$ cat src/rtl/arkanoid_game_ctrl.sv
// Game-flow controller for the arkanoid playfield: owns the BCD score and ball count,
// sequences NEWGAME/PLAY/NEWBALL/OVER and drives text enables and freeze/respawn controls.
module arkanoid_game_ctrl #(
  parameter int BALLS_INIT    = 3,
  parameter int NEWBALL_TICKS = 30,
  parameter int OVER_TICKS    = 120
) (
  input  logic       clk,
  input  logic       rst_n,
  input  logic       tick,
  input  logic       btn,
  input  logic       brick_hit,
  input  logic       ball_miss,
  input  logic       bricks_clear,
  output logic [3:0] one_digit,
  output logic [3:0] ten_digit,
  output logic [1:0] ball,
  output logic [3:0] text_en,
  output logic       graphics_still,
  output logic       ball_reset
);

  localparam int TMAX    = (NEWBALL_TICKS > OVER_TICKS) ? NEWBALL_TICKS : OVER_TICKS;
  localparam int TIMER_W = $clog2(TMAX + 1);

  localparam logic [TIMER_W-1:0] T_NEWBALL = TIMER_W'(NEWBALL_TICKS);
  localparam logic [TIMER_W-1:0] T_OVER    = TIMER_W'(OVER_TICKS);
  localparam logic [TIMER_W-1:0] T_SAT     = '1;
  localparam logic [1:0]         BALLS_RST = 2'(BALLS_INIT);

  typedef enum logic [1:0] {
    NEWGAME = 2'd0,
    PLAY    = 2'd1,
    NEWBALL = 2'd2,
    OVER    = 2'd3
  } state_t;

  state_t               state, state_nxt;
  logic [TIMER_W-1:0]   timer, timer_nxt;
  logic [3:0]           one_nxt, ten_nxt;
  logic [1:0]           ball_nxt;
  logic                 ball_reset_nxt;
  logic                 play_from_newgame;
  logic                 btn_q;
  logic                 btn_armed;
  logic                 launch_q;
  logic                 launch_d;

  // Score increment in BCD, saturating at 99.
  function automatic logic [7:0] bcd_inc_sat(input logic [3:0] ten, input logic [3:0] one);
    if (ten == 4'd9 && one == 4'd9) return {ten, one};
    if (one == 4'd9)                return {ten + 4'd1, 4'd0};
    return {ten, one + 4'd1};
  endfunction

  // Region enables {score, pong, rule, over} per state.
  function automatic logic [3:0] text_en_of(input state_t s);
    case (s)
      NEWGAME: return 4'b1110;
      OVER:    return 4'b1001;
      default: return 4'b1000;
    endcase
  endfunction

  // A button already held when reset releases must first be seen low before it can launch.
  assign launch_d = btn & ~btn_q & btn_armed;

  always_comb begin
    state_nxt         = state;
    one_nxt           = one_digit;
    ten_nxt           = ten_digit;
    ball_nxt          = ball;
    timer_nxt         = timer;
    play_from_newgame = 1'b0;

    if (tick && timer != T_SAT) timer_nxt = timer + 1'b1;

    case (state)
      NEWGAME: begin
        timer_nxt = '0;
        one_nxt   = 4'd0;
        ten_nxt   = 4'd0;
        ball_nxt  = BALLS_RST;
        if (launch_q) begin
          state_nxt         = PLAY;
          play_from_newgame = 1'b1;
        end
      end
      PLAY: begin
        timer_nxt = '0;
        if (brick_hit) {ten_nxt, one_nxt} = bcd_inc_sat(ten_digit, one_digit);
        if (ball_miss) begin
          ball_nxt  = ball - 2'd1;
          state_nxt = (ball == 2'd1) ? OVER : NEWBALL;
        end else if (bricks_clear) begin
          state_nxt = OVER;
        end
      end
      NEWBALL: begin
        if (launch_q && timer >= T_NEWBALL) state_nxt = PLAY;
      end
      OVER: begin
        if (timer == T_OVER) begin
          state_nxt = NEWGAME;
          one_nxt   = 4'd0;
          ten_nxt   = 4'd0;
          ball_nxt  = BALLS_RST;
        end
      end
      default: state_nxt = NEWGAME;
    endcase

    if (state_nxt != state) timer_nxt = '0;

    // A miss on the very first PLAY cycle would otherwise stretch the pulse to two cycles.
    ball_reset_nxt = (play_from_newgame || (state_nxt == NEWBALL && state != NEWBALL))
                     && !ball_reset;
  end

  always_ff @(posedge clk or negedge rst_n) begin
    if (!rst_n) begin
      state          <= NEWGAME;
      timer          <= '0;
      btn_q          <= 1'b0;
      btn_armed      <= 1'b0;
      launch_q       <= 1'b0;
      one_digit      <= 4'd0;
      ten_digit      <= 4'd0;
      ball           <= BALLS_RST;
      text_en        <= 4'b1110;
      graphics_still <= 1'b1;
      ball_reset     <= 1'b0;
    end else begin
      state          <= state_nxt;
      timer          <= timer_nxt;
      btn_q          <= btn;
      btn_armed      <= btn_armed | ~btn;
      launch_q       <= launch_d;
      one_digit      <= one_nxt;
      ten_digit      <= ten_nxt;
      ball           <= ball_nxt;
      text_en        <= text_en_of(state_nxt);
      graphics_still <= (state_nxt != PLAY);
      ball_reset     <= ball_reset_nxt;
    end
  end

endmodule
$ cat config.mk
export PLATFORM = sky130hd
export DESIGN_NAME = arkanoid_game_ctrl
export DESIGN_NICKNAME = d
export VERILOG_FILES = /design/src/rtl/arkanoid_game_ctrl.sv
export SDC_FILE = /design/constraint.sdc
export NUM_CORES = 1
export LEC_CHECK = 0
export ABC_CLOCK_PERIOD_IN_PS = 1800
export BUFFER_PORTS_ARGS = -buffer_cell sky130_fd_sc_hd__clkbuf_2
export CAP_MARGIN = 20
export CORE_MARGIN = 2
export CORE_UTILIZATION = 50
export DETAILED_ROUTE_END_ITERATION = 8
export HOLD_SLACK_MARGIN = 0.05
export PLACE_DENSITY = 0.72
export SKIP_CTS_REPAIR_TIMING = 1
export SLEW_MARGIN = 25
export SYNTH_ARGS = -nofsm -noshare
export SYNTH_HDL_FRONTEND = slang
export SYNTH_SLANG_ARGS = --single-unit
$ cat constraint.sdc
create_clock -name clk -period 1.8 [get_ports clk]
set_input_delay 0 -clock clk [delete_from_list [all_inputs] [get_ports clk]]
set_output_delay 0 -clock clk [all_outputs]
set_load 0.02 [all_outputs]
==> results of run 1 <==
## path summary, 6_finish.rpt
| path | endpoint | slack, ns |
|---|---|---|
| max reg2reg | ten_digit[1] | 0.16 |
| min | ten_digit[2] | 0.22 |
| max | ten_digit[1] | 0.16 |
| min reg2reg | launch_q | 0.41 |
| min in group clk | btn_q | 0.36 |
| max in group asynchronous | text_en[0] | 1.18 |
## metal layers
metal | track usage, % | routed length, um
met1 | 24.0 | 1270
met5 | 0 | 0
met2 | 31.7 | 1500
met4 | 8.31 | 33
met3 | 2.95 | 109
## registers in the layout, summed over array words and instances (netlist names), 2 cells and up
name       cells
ball           2
one_digit      4
state          2
ten_digit      4
text_en        2
timer          7
## cells by family after synthesis
logic type,Yosys count
AO/OA/AOI/OAI,38
other,1
AND/OR/NAND/NOR,44
multiplexers,4
adder cells (fa/ha/maj),8
XOR/XNOR,4
flip-flops,26
buffers and inverters,17
## placed cells by master (no fill, tap or decap), drive strengths merged, types with 2 or more instances in the layout
cell type / count
clkbuf: 25
dfrtp: 22
inv: 12
nand2: 12
nor2: 8
ha: 8
a21oi: 8
dlygate4sd3: 6
o31ai: 4
nand2b: 4
mux2i: 4
a211oi: 4
nand3: 4
xnor2: 4
dfstp: 4
o21ai: 4
o22ai: 3
nor3: 3
nand4: 3
nand3b: 2
o21bai: 2
o211ai: 2
o21a: 2
a31o: 2
## layout make-up
type / count / area (um^2) / share of cell area (%)
Multi-Input combinational cell: 99 / 711 / 42.8
Sequential cell: 26 / 656 / 39.5
Timing Repair Buffer: 28 / 173 / 10.4
Inverter: 12 / 45.0 / 2.71
Tap cell: 31 / 38.8 / 2.34
Clock buffer: 4 / 36.3 / 2.19
## power groups by stage
| stage | logic, uW | registers (uW) | clock network, uW |
|---|---|---|---|
| detailed placement | 702 | 856 | 0 |
| global placement | 675 | 850 | 0 |
| finish | 710 | 846 | 289 |
| CTS | 707 | 843 | 305 |
| global route | 789 | 867 | 323 |
| floorplan | 488 | 875 | 0 |
## metrics by stage
step | utilization [%] | area, um^2
after floorplan | - | 1440
after global placement | 57.0 | 1560
after detailed placement | 57.0 | 1560
after CTS | 58.3 | 1590
after global routing | 60.7 | 1660
final | 60.7 | 1660
==> summary.md, run 1 <==
| Metric | Value |
|---|---|
| Final std cells w/o fill | 200 |
| Worst setup SP type | register |
| WL/cell | 14.6 um |
| Gate Count Post-Synth | 142 |
| Core area | 2730 um^2 |
| # setup viols final | 0 |
| Power share of the clock group | 15.7% |
| Static leakage power | 0.000759 uW |
| DR iter-0 viols | 60 |
| Vias per cell | 5.81 |
| Remaining Overflow, GRT | 0 |
| Initial Util | 52.5% |
| Nets@finish | 185 |
| Hold_ws | 0.221 ns |
| Xor/xnor cell area share of the yosys netlist | 2.44% |
| Seq pwr share | 45.9% |
| Syn Area/Cell | 10.1 um^2 |
| CTS H-Tree Depth | 1 |
| Pwr/cell area | 1110 nW/um^2 |
| Main combinational cell family by area after synthesis | compound AO/OA/AOI/OAI gates |
| Clk buf depth | 2 |
| Synth Area in Adders | 6.97% |
| CTS tree | done |
| Hold WC Path Type | in -> async |
| WP depth | 6 |
| Slew margin rel. | 58.7% |
| Slew Limit Fails | 0 |
| Clk sinks | 26 |
| Crit Path Max Fanout | 6 |
| Total Routed Length | 2920 um |
| Syn_nets | 157 |
| First-pass GRT wire length | 4850 um |
| Die Area | 3320 um^2 |
| FP Rows | 19 |
| Worst Path Required | 2.05 ns |
| Latest clock arrival within the worst-skew pair | 0.31 ns |
| Yosys cell types | 45 |
| CTS root buf | clkbuf_4 |
| Synth top area cells | dfrtp_1, dfstp_2, ha_1 |
| # Max-Cap Violations | 0 |
| Die Y | 57.6 um |
| Layout cells sized above 1 | 23.1% |
| Final Power | 1840 uW |
| Final HPWL DP | 2180 um |
| Asr flop ratio synth | 100% |
| TritonCTS Buffers | 3 |
| Slowest-stage cell, CP | dfrtp_1 |
| Initial antenna violation count | 0 |
| Switching share of power | 39.8% |
| DRC Markers | 0 |
| Max Clock Skew | 0.00305 ns |
| Mux contribution to synthesized area | 2.79% |
| Layout fillers | 237 |
| Placed cells | 190 |
| Most frequent cell after synthesis | dfrtp_1 |
| Max rail drop VDD | 0.693 mV |
| IO Port Bufs | 21 |
| Post-placement setup slack | 0.139 ns |
| Vias in the first global route | 1103 |
| Type of the worst setup path | reg -> reg |
| Worst-path clk slew | 0.14 ns |
| Simple logic cell fraction of the synthesized area | 16.8% |
| Yosys reg bits | 26 |
| Final min period | 1.64 ns |
| Critical R2R Launch | one_digit[1] |
| Via count | 1162 |
| Area Growth Syn to Fin | 15.5% |
| Worst Tran Pin Value | 0.619 ns |
| Status | complete, no violations |
| Final setup TNS | 0 ns |
| Area share of the largest cell type after synthesis | 38.3% |
| Largest net degree at the start of global routing | 27 |
| Arr. time, crit path | 1.89 ns |
| Worst Setup SP | one_digit[1] |
| Die W | 57.6 um |
| Register area share after synthesis | 45.6% |
| Final Cycle Share | 91.1% |
| Detailed-router iteration count before antenna repair | 4 |
| Critical Path End Type | register |
| Post-synth top cells | dfrtp_1, inv_1, nand2_1 |
| Prevailing post-synth register cell | dfrtp_1 |
| Post-DRT Antenna Nets | 0 |
| CP top delay family | simple AND/OR/NAND/NOR gates |
| Mapped Area | 1440 um^2 |
| Placer Congestion | 0.896 |
| Synth area leader | dfrtp_1 |
| P_sw | 733 uW |
| Compound-Gate Fraction of Synth Area | 19.9% |
| Post-synth EDFFs | 0 |
| IO Pins | 23 |
| R2R depth | 6 |
| Fmax | 0.610 GHz |
| Warnings from Yosys | 0 |
| Crit path buf inv count | 1 |
| Tot GR Track Use | 18.9% |
| Worst path cell trace | inv_1 > ha_1 > nand4b_1 > o21bai_1 > or2_2 > o22ai_1 |
| Final hold violation count | 0 |
| Antenna fix cells | 0 |
| Cell internal pwr | 1110 uW |
| RSZ-0062 raised after global routing | false |
| Combinational Power Share | 38.5% |
| Worst Slack Setup Final | 0.161 ns |
| CP peak stage delay | 0.45 ns |
Note: power is estimated with default switching activity, not from simulation.
==> run 2: changes to the inputs <==
--- a/config.mk
+++ b/config.mk
@@ -5,7 +5,7 @@
 export SDC_FILE = /design/constraint.sdc
 export NUM_CORES = 1
 export LEC_CHECK = 0
-export ABC_CLOCK_PERIOD_IN_PS = 1800
+export ABC_CLOCK_PERIOD_IN_PS = 1740
 export BUFFER_PORTS_ARGS = -buffer_cell sky130_fd_sc_hd__clkbuf_2
 export CAP_MARGIN = 20
 export CORE_MARGIN = 2
==> constraint.sdc (replaced) <==
create_clock -name clk -period 1.74 [get_ports clk]
set_input_delay 0 -clock clk [delete_from_list [all_inputs] [get_ports clk]]
set_output_delay 0 -clock clk [all_outputs]
set_load 0.02 [all_outputs]
==> summary.md, run 2 (synthesis gave the netlist of run 1 again) <==
| Metric | Value |
|---|---|
| P_sw | 761 uW (+3.8%) |
| Crit path buf inv count | 0 (-1) |
| Slowest-stage cell, CP | dfrtp_1 |
| Met3 Track Usage GR | 2.95% (unchanged) |
| DRC Markers | 0 (unchanged) |
| Post-DRT Antenna Nets | 0 (unchanged) |
| Die Area | 3320 um^2 (unchanged) |
| First-pass GRT wire length | 4850 um (unchanged) |
| Latest clock arrival within the worst-skew pair | 0.31 ns (about the same) |
| Clk sinks | 26 (unchanged) |
| Max rail drop VDD | 0.719 mV (+3.7%) |
| Die Y | 57.6 um (unchanged) |
| Placer Congestion | 0.896 (unchanged) |
| Antenna fix cells | 0 (unchanged) |
| Switching share of power | 39.7% (about the same) |
| Worst-path clk slew | 0.14 ns (about the same) |
| Most common cell after layout, fill and taps aside | dfrtp_1 |
| Static leakage power | 0.000764 uW (+0.72%) |
| Core area | 2730 um^2 (unchanged) |
| RSZ-0062 raised after global routing | false |
| FP Rows | 19 (unchanged) |
| Final min period | 1.61 ns (-0.0252 ns) |
| Via count | 1166 (+0.34%) |
| Worst Slack Setup Final | 0.126 ns (-0.0348 ns) |
| Pwr/cell area | 1150 nW/um^2 (+3.3%) |
| TritonCTS Buffers | 3 (unchanged) |
| Largest register FFs | 7 (unchanged) |
| Max Clock Skew | 0.00264 ns (-0.000414 ns) |
| Cell internal pwr | 1150 uW (+3.8%) |
| GR peak layer | met2 |
| Slew Limit Fails | 0 (unchanged) |
| WL/cell | 14.5 um (-0.43%) |
| Commonest cells after routing, fill and taps aside | dfrtp_1, clkbuf_2, inv_1, nand2_1 |
| CP top delay family | flip-flops |
| Area Growth Syn to Fin | 16.0% |
| IO Port Bufs | 21 (unchanged) |
| Worst path cell trace | ha_1 > nand2_1 > o21ai_0 > mux2i_1 > nor2_1 |
| CTS H-Tree Depth | 1 (unchanged) |
| Arr. time, crit path | 1.82 ns (-0.07 ns) |
| IO Pins | 23 (unchanged) |
| Worst setup SP type | register |
| # Max-Cap Violations | 0 (unchanged) |
| Critical Path End Type | register |
| Final Power | 1920 uW (+3.8%) |
| CTS root buf | clkbuf_4 |
| Post-placement setup slack | 0.0787 ns (-0.0600 ns) |
| Clk buf depth | 2 (unchanged) |
| Slew margin rel. | 59.0% (+0.30 points) |
| Final HPWL DP | 2180 um (unchanged) |
| Status | complete, no violations |
| Vias per cell | 5.80 (-0.15%) |
| GR Util met2 | 31.7% (unchanged) |
| Seq pwr share | 45.4% (-0.5 points) |
| Layout cells sized above 1 | 23.5% (+0.45 points) |
| Largest net degree at the start of global routing | 27 (unchanged) |
| Top Registers | timer: 7 flops, one_digit: 4 flops, ten_digit: 4 flops |
| Nets@finish | 186 (+0.54%) |
| Total Routed Length | 2920 um (about the same) |
| Combinational Power Share | 38.8% (+0.3 points) |
| Initial Util | 52.5% (unchanged) |
| Remaining Overflow, GRT | 0 (unchanged) |
| Final setup TNS | 0 ns (unchanged) |
| Fmax | 0.620 GHz (+1.6%) |
| Worst Path Required | 1.95 ns (-0.10 ns) |
| Initial antenna violation count | 0 (unchanged) |
| Detailed-router iteration count before antenna repair | 4 (unchanged) |
| Worst Tran Pin Value | 0.614 ns (-0.00449 ns) |
| CP peak stage delay | 0.46 ns (about the same) |
| Vias in the first global route | 1103 (unchanged) |
| Top reg by flops | timer |
| Hold WC Path Type | in -> async |
| CTS tree | done |
| GRT met1 Usage | 24.0% (unchanged) |
| Layout fillers | 238 (+0.42%) |
| Final Cycle Share | 92.8% (+1.7 points) |
| Die W | 57.6 um (unchanged) |
| DR iter-0 viols | 60 (unchanged) |
| Crit Path Max Fanout | 6 (unchanged) |
| Final hold violation count | 0 (unchanged) |
| Power share of the clock group | 15.7% (about the same) |
| # setup viols final | 0 (unchanged) |
| Tot GR Track Use | 18.9% (unchanged) |
| Type of the worst setup path | reg -> reg |
==> run 2: changes by cell type in the layout (fill, tap and decap cells not counted), sizes merged <==
cell  previous run  this run
buf              1         2
==> run 2: worst reg2reg max path: stages, from the launching register on <==
cell,delay [ns]
dfrtp_1,0.46
ha_1,0.26
nand2_1,0.07
o21ai_0,0.41
mux2i_1,0.25
nor2_1,0.06
==> run 2: area by class of cell <==
class | instances | area, um^2 | share of cell area [%]
inverters | 12 | 45.0 | 2.70
clock buffers | 4 | 36.3 | 2.18
multi-input cells | 99 | 711 | 42.6
flip-flops and latches | 26 | 656 | 39.3
repair buffers | 29 | 180 | 10.8
well taps | 31 | 38.8 | 2.33
==> run 2: final timing paths <==
path,start,to,slack (ns),depth (start not counted)
setup / recovery,timer[1],timer[1],0.13,5
hold / removal,rst_n,ten_digit[2],0.22,2
setup reg to reg,timer[1],timer[1],0.13,5
hold reg to reg,btn_q,launch_q,0.41,1
max in group asynchronous,rst_n,state[0],1.12,2
min in group clk,btn,btn_q,0.36,2
==> run 2: stage by stage <==
stage / util, % / area, um^2 / cells / hold WS, ns
after floorplan: - / 1440 / 142 / -0.296
after global placement: 57.0 / 1560 / 190 / 0.0442
after detailed placement: 57.0 / 1560 / 190 / 0.0533
after CTS: 58.3 / 1590 / 194 / -0.315
after global routing: 61.0 / 1670 / 201 / 0.281
final: 61.0 / 1670 / 201 / 0.221
==> run 2: power groups by stage <==
stage / clock (uW) / sequential, uW / combinational (uW)
after floorplan: 0 / 905 / 505
final: 301 / 870 / 743
after detailed placement: 0 / 886 / 726
after global placement: 0 / 879 / 698
after CTS: 316 / 872 / 731
after global routing: 334 / 894 / 824
==> run 2: metal layers <==
metal	part of all wire, %	wire length, um
met2	51	1490
met1	44	1270
met3	4.2	122
met4	1.1	33
met5	0	0
==> run 3: changes to the inputs <==
--- a/config.mk
+++ b/config.mk
@@ -5,7 +5,7 @@
 export SDC_FILE = /design/constraint.sdc
 export NUM_CORES = 1
 export LEC_CHECK = 0
-export ABC_CLOCK_PERIOD_IN_PS = 1740
+export ABC_CLOCK_PERIOD_IN_PS = 1900
 export BUFFER_PORTS_ARGS = -buffer_cell sky130_fd_sc_hd__clkbuf_2
 export CAP_MARGIN = 20
 export CORE_MARGIN = 2
==> constraint.sdc (replaced) <==
create_clock -name clk -period 1.9 [get_ports clk]
set_input_delay 0 -clock clk [delete_from_list [all_inputs] [get_ports clk]]
set_output_delay 0 -clock clk [all_outputs]
set_load 0.02 [all_outputs]
==> summary.md, run 3 (synthesis gave the netlist of run 1 again) <==
| Metric | Value |
|---|---|
| Arr. time, crit path | 1.94 ns (+0.12 ns) |
| Via count | 1156 (-0.86%) |
| CP top delay family | compound AO/OA/AOI/OAI gates |
| Worst Tran Pin Value | 0.633 ns (+0.0183 ns) |
| Pwr/cell area | 1070 nW/um^2 (-7.1%) |
| Remaining Overflow, GRT | 0 (unchanged) |
| Switching share of power | 40.3% (+0.52 points) |
| Latest clock arrival within the worst-skew pair | 0.33 ns (+0.02 ns) |
| Clk sinks | 26 (unchanged) |
| Seq pwr share | 45.4% (about the same) |
| Status | complete, no violations |
| Crit path buf inv count | 1 (+1) |
| First-pass GRT wire length | 4940 um (+1.9%) |
| Worst setup SP type | register |
| CP peak stage delay | 0.41 ns (-0.05 ns) |
| R2R depth | 6 (+1) |
| Detailed-router iteration count before antenna repair | 4 (unchanged) |
| Final Power | 1770 uW (-7.8%) |
| Layout fillers | 232 (-2.5%) |
| Multi-input logic area | 706 um^2 (-0.70%) |
| DR iter-0 viols | 55 (-8.3%) |
| Max Clock Skew | 0.00635 ns (+0.00371 ns) |
| Initial antenna violation count | 0 (unchanged) |
| CTS H-Tree Depth | 1 (unchanged) |
| Final hold violation count | 0 (unchanged) |
| Largest register FFs | 7 (unchanged) |
| Slew margin rel. | 57.8% (-1.2 points) |
| # Max-Cap Violations | 0 (unchanged) |
| CTS tree | done |
| IO Port Bufs | 21 (unchanged) |
| IO Pins | 23 (unchanged) |
| TritonCTS Buffers | 3 (unchanged) |
| Crit Path Max Fanout | 7 (+1) |
| Vias in the first global route | 1115 (+1.1%) |
| Critical Path End Type | register |
| Clk buf depth | 2 (unchanged) |
| Max rail drop VDD | 0.775 mV (+7.7%) |
| DRC Markers | 0 (unchanged) |
| Slew Limit Fails | 0 (unchanged) |
| Fmax | 0.588 GHz (-5.1%) |
| P_sw | 711 uW (-6.6%) |
| CTS root buf | clkbuf_4 |
| Core area | 2730 um^2 (unchanged) |
| WL/cell | 14.8 um (+2.0%) |
| # setup viols final | 0 (unchanged) |
| Die W | 57.6 um (unchanged) |
| Static leakage power | 0.000758 uW (-0.85%) |
| Total Routed Length | 2960 um (+1.5%) |
| Antenna fix cells | 0 (unchanged) |
| Worst reg2reg setup slack | 0.20 ns (+0.07 ns) |
| Critical R2R Launch | timer[0] |
| Final setup TNS | 0 ns (unchanged) |
| Slowest-stage cell, CP | dfrtp_1 |
| Final Cycle Share | 89.5% (-3.2 points) |
| Util after Layout | 60.5% (-0.46 points) |
| Worst path cell trace | inv_1 > ha_1 > o2111a_1 > nor3_1 > o21ai_2 > a211oi_1 |
| Layout cells sized above 1 | 22.5% (-1.0 points) |
| Placer Congestion | 0.896 (about the same) |
| Most common cell after layout, fill and taps aside | dfrtp_1 |
| FP Rows | 19 (unchanged) |
| Type of the worst setup path | reg -> reg |
| Tot GR Track Use | 19.4% (+0.55 points) |
| Vias per cell | 5.78 (-0.36%) |
| Die Y | 57.6 um (unchanged) |
| Cell internal pwr | 1060 uW (-8.6%) |
| Top Registers | timer: 7 flops, one_digit: 4 flops, ten_digit: 4 flops |
| Commonest cells after routing, fill and taps aside | dfrtp_1, clkbuf_2, inv_1, nand2_1 |
| Top reg by flops | timer |
| Worst Path Required | 2.14 ns (+0.19 ns) |
| Combinational Power Share | 38.6% (-0.2 points) |
| Final min period | 1.70 ns (+0.0867 ns) |
| Post-DRT Antenna Nets | 0 (unchanged) |
| Final HPWL DP | 2190 um (+0.44%) |
| Initial Util | 52.5% (unchanged) |
| Largest net degree at the start of global routing | 27 (unchanged) |
| Power share of the clock group | 16.0% (+0.3 points) |
| Area Growth Syn to Fin | 15.2% |
| Worst-path clk slew | 0.14 ns (about the same) |
| Critical R2R Capture | timer[2] |
| Reg area | 656 um^2 (unchanged) |
| RSZ-0062 raised after global routing | false |
| Nets@finish | 185 (-0.54%) |
| Hold WC Path Type | in -> async |
| Die Area | 3320 um^2 (unchanged) |
-- run 3: cell types whose count changed in the layout (fill, tap and decap cells not counted) --
cell,delta
buf_4,-1
nor3_1,+1
nor3_2,-1
-- run 3: metrics by stage --
stage	cells	hold slack (ns)	worst slack (ns)	area [um^2]
floorplan	142	-0.296	0.335	1440
global placement	190	0.0443	0.332	1560
detailed placement	190	0.0525	0.252	1560
CTS	194	-0.320	0.217	1590
global route	200	0.272	0.109	1650
finish	200	0.208	0.199	1650
-- run 3: worst max-delay path by stage --
stage | startpoint | end | slack (ns) | cells past startpoint
3_3_place_gp | one_digit[1] | one_digit[2] | 0.33 | 6
3_5_place_dp | timer[0] | timer[2] | 0.25 | 6
4_1_cts | timer[0] | timer[2] | 0.22 | 6
5_1_grt | one_digit[1] | ten_digit[0] | 0.11 | 6
6_report | timer[0] | timer[2] | 0.20 | 6
2_1_floorplan | one_digit[0] | ten_digit[1] | 0.33 | 5
-- run 3: power by group through the flow --
stage               combinational, uW  sequential (uW)  clock, uW
floorplan                         462              829          0
global placement                  639              805          0
detailed placement                668              812          0
CTS                               674              802        287
global route                      753              825        308
finish                            682              802        282
-- run 3: metal layers --
layer  global-route usage, %  wire (um)  part of all wire, %
met3                    2.49        116                  3.9
met1                    25.1       1310                   44
met2                    32.1       1470                   50
met5                       0          0                    0
met4                    9.30         59                  2.0
-- run 3: cell type report --
| type | count | share of cell area [%] |
|---|---|---|
| inverter | 12 | 2.72 |
| clock buffer | 4 | 2.19 |
| timing repair buffer | 28 | 10.4 |
| multi-input combinational | 99 | 42.7 |
| sequential | 26 | 39.6 |
| tap | 31 | 2.34 |
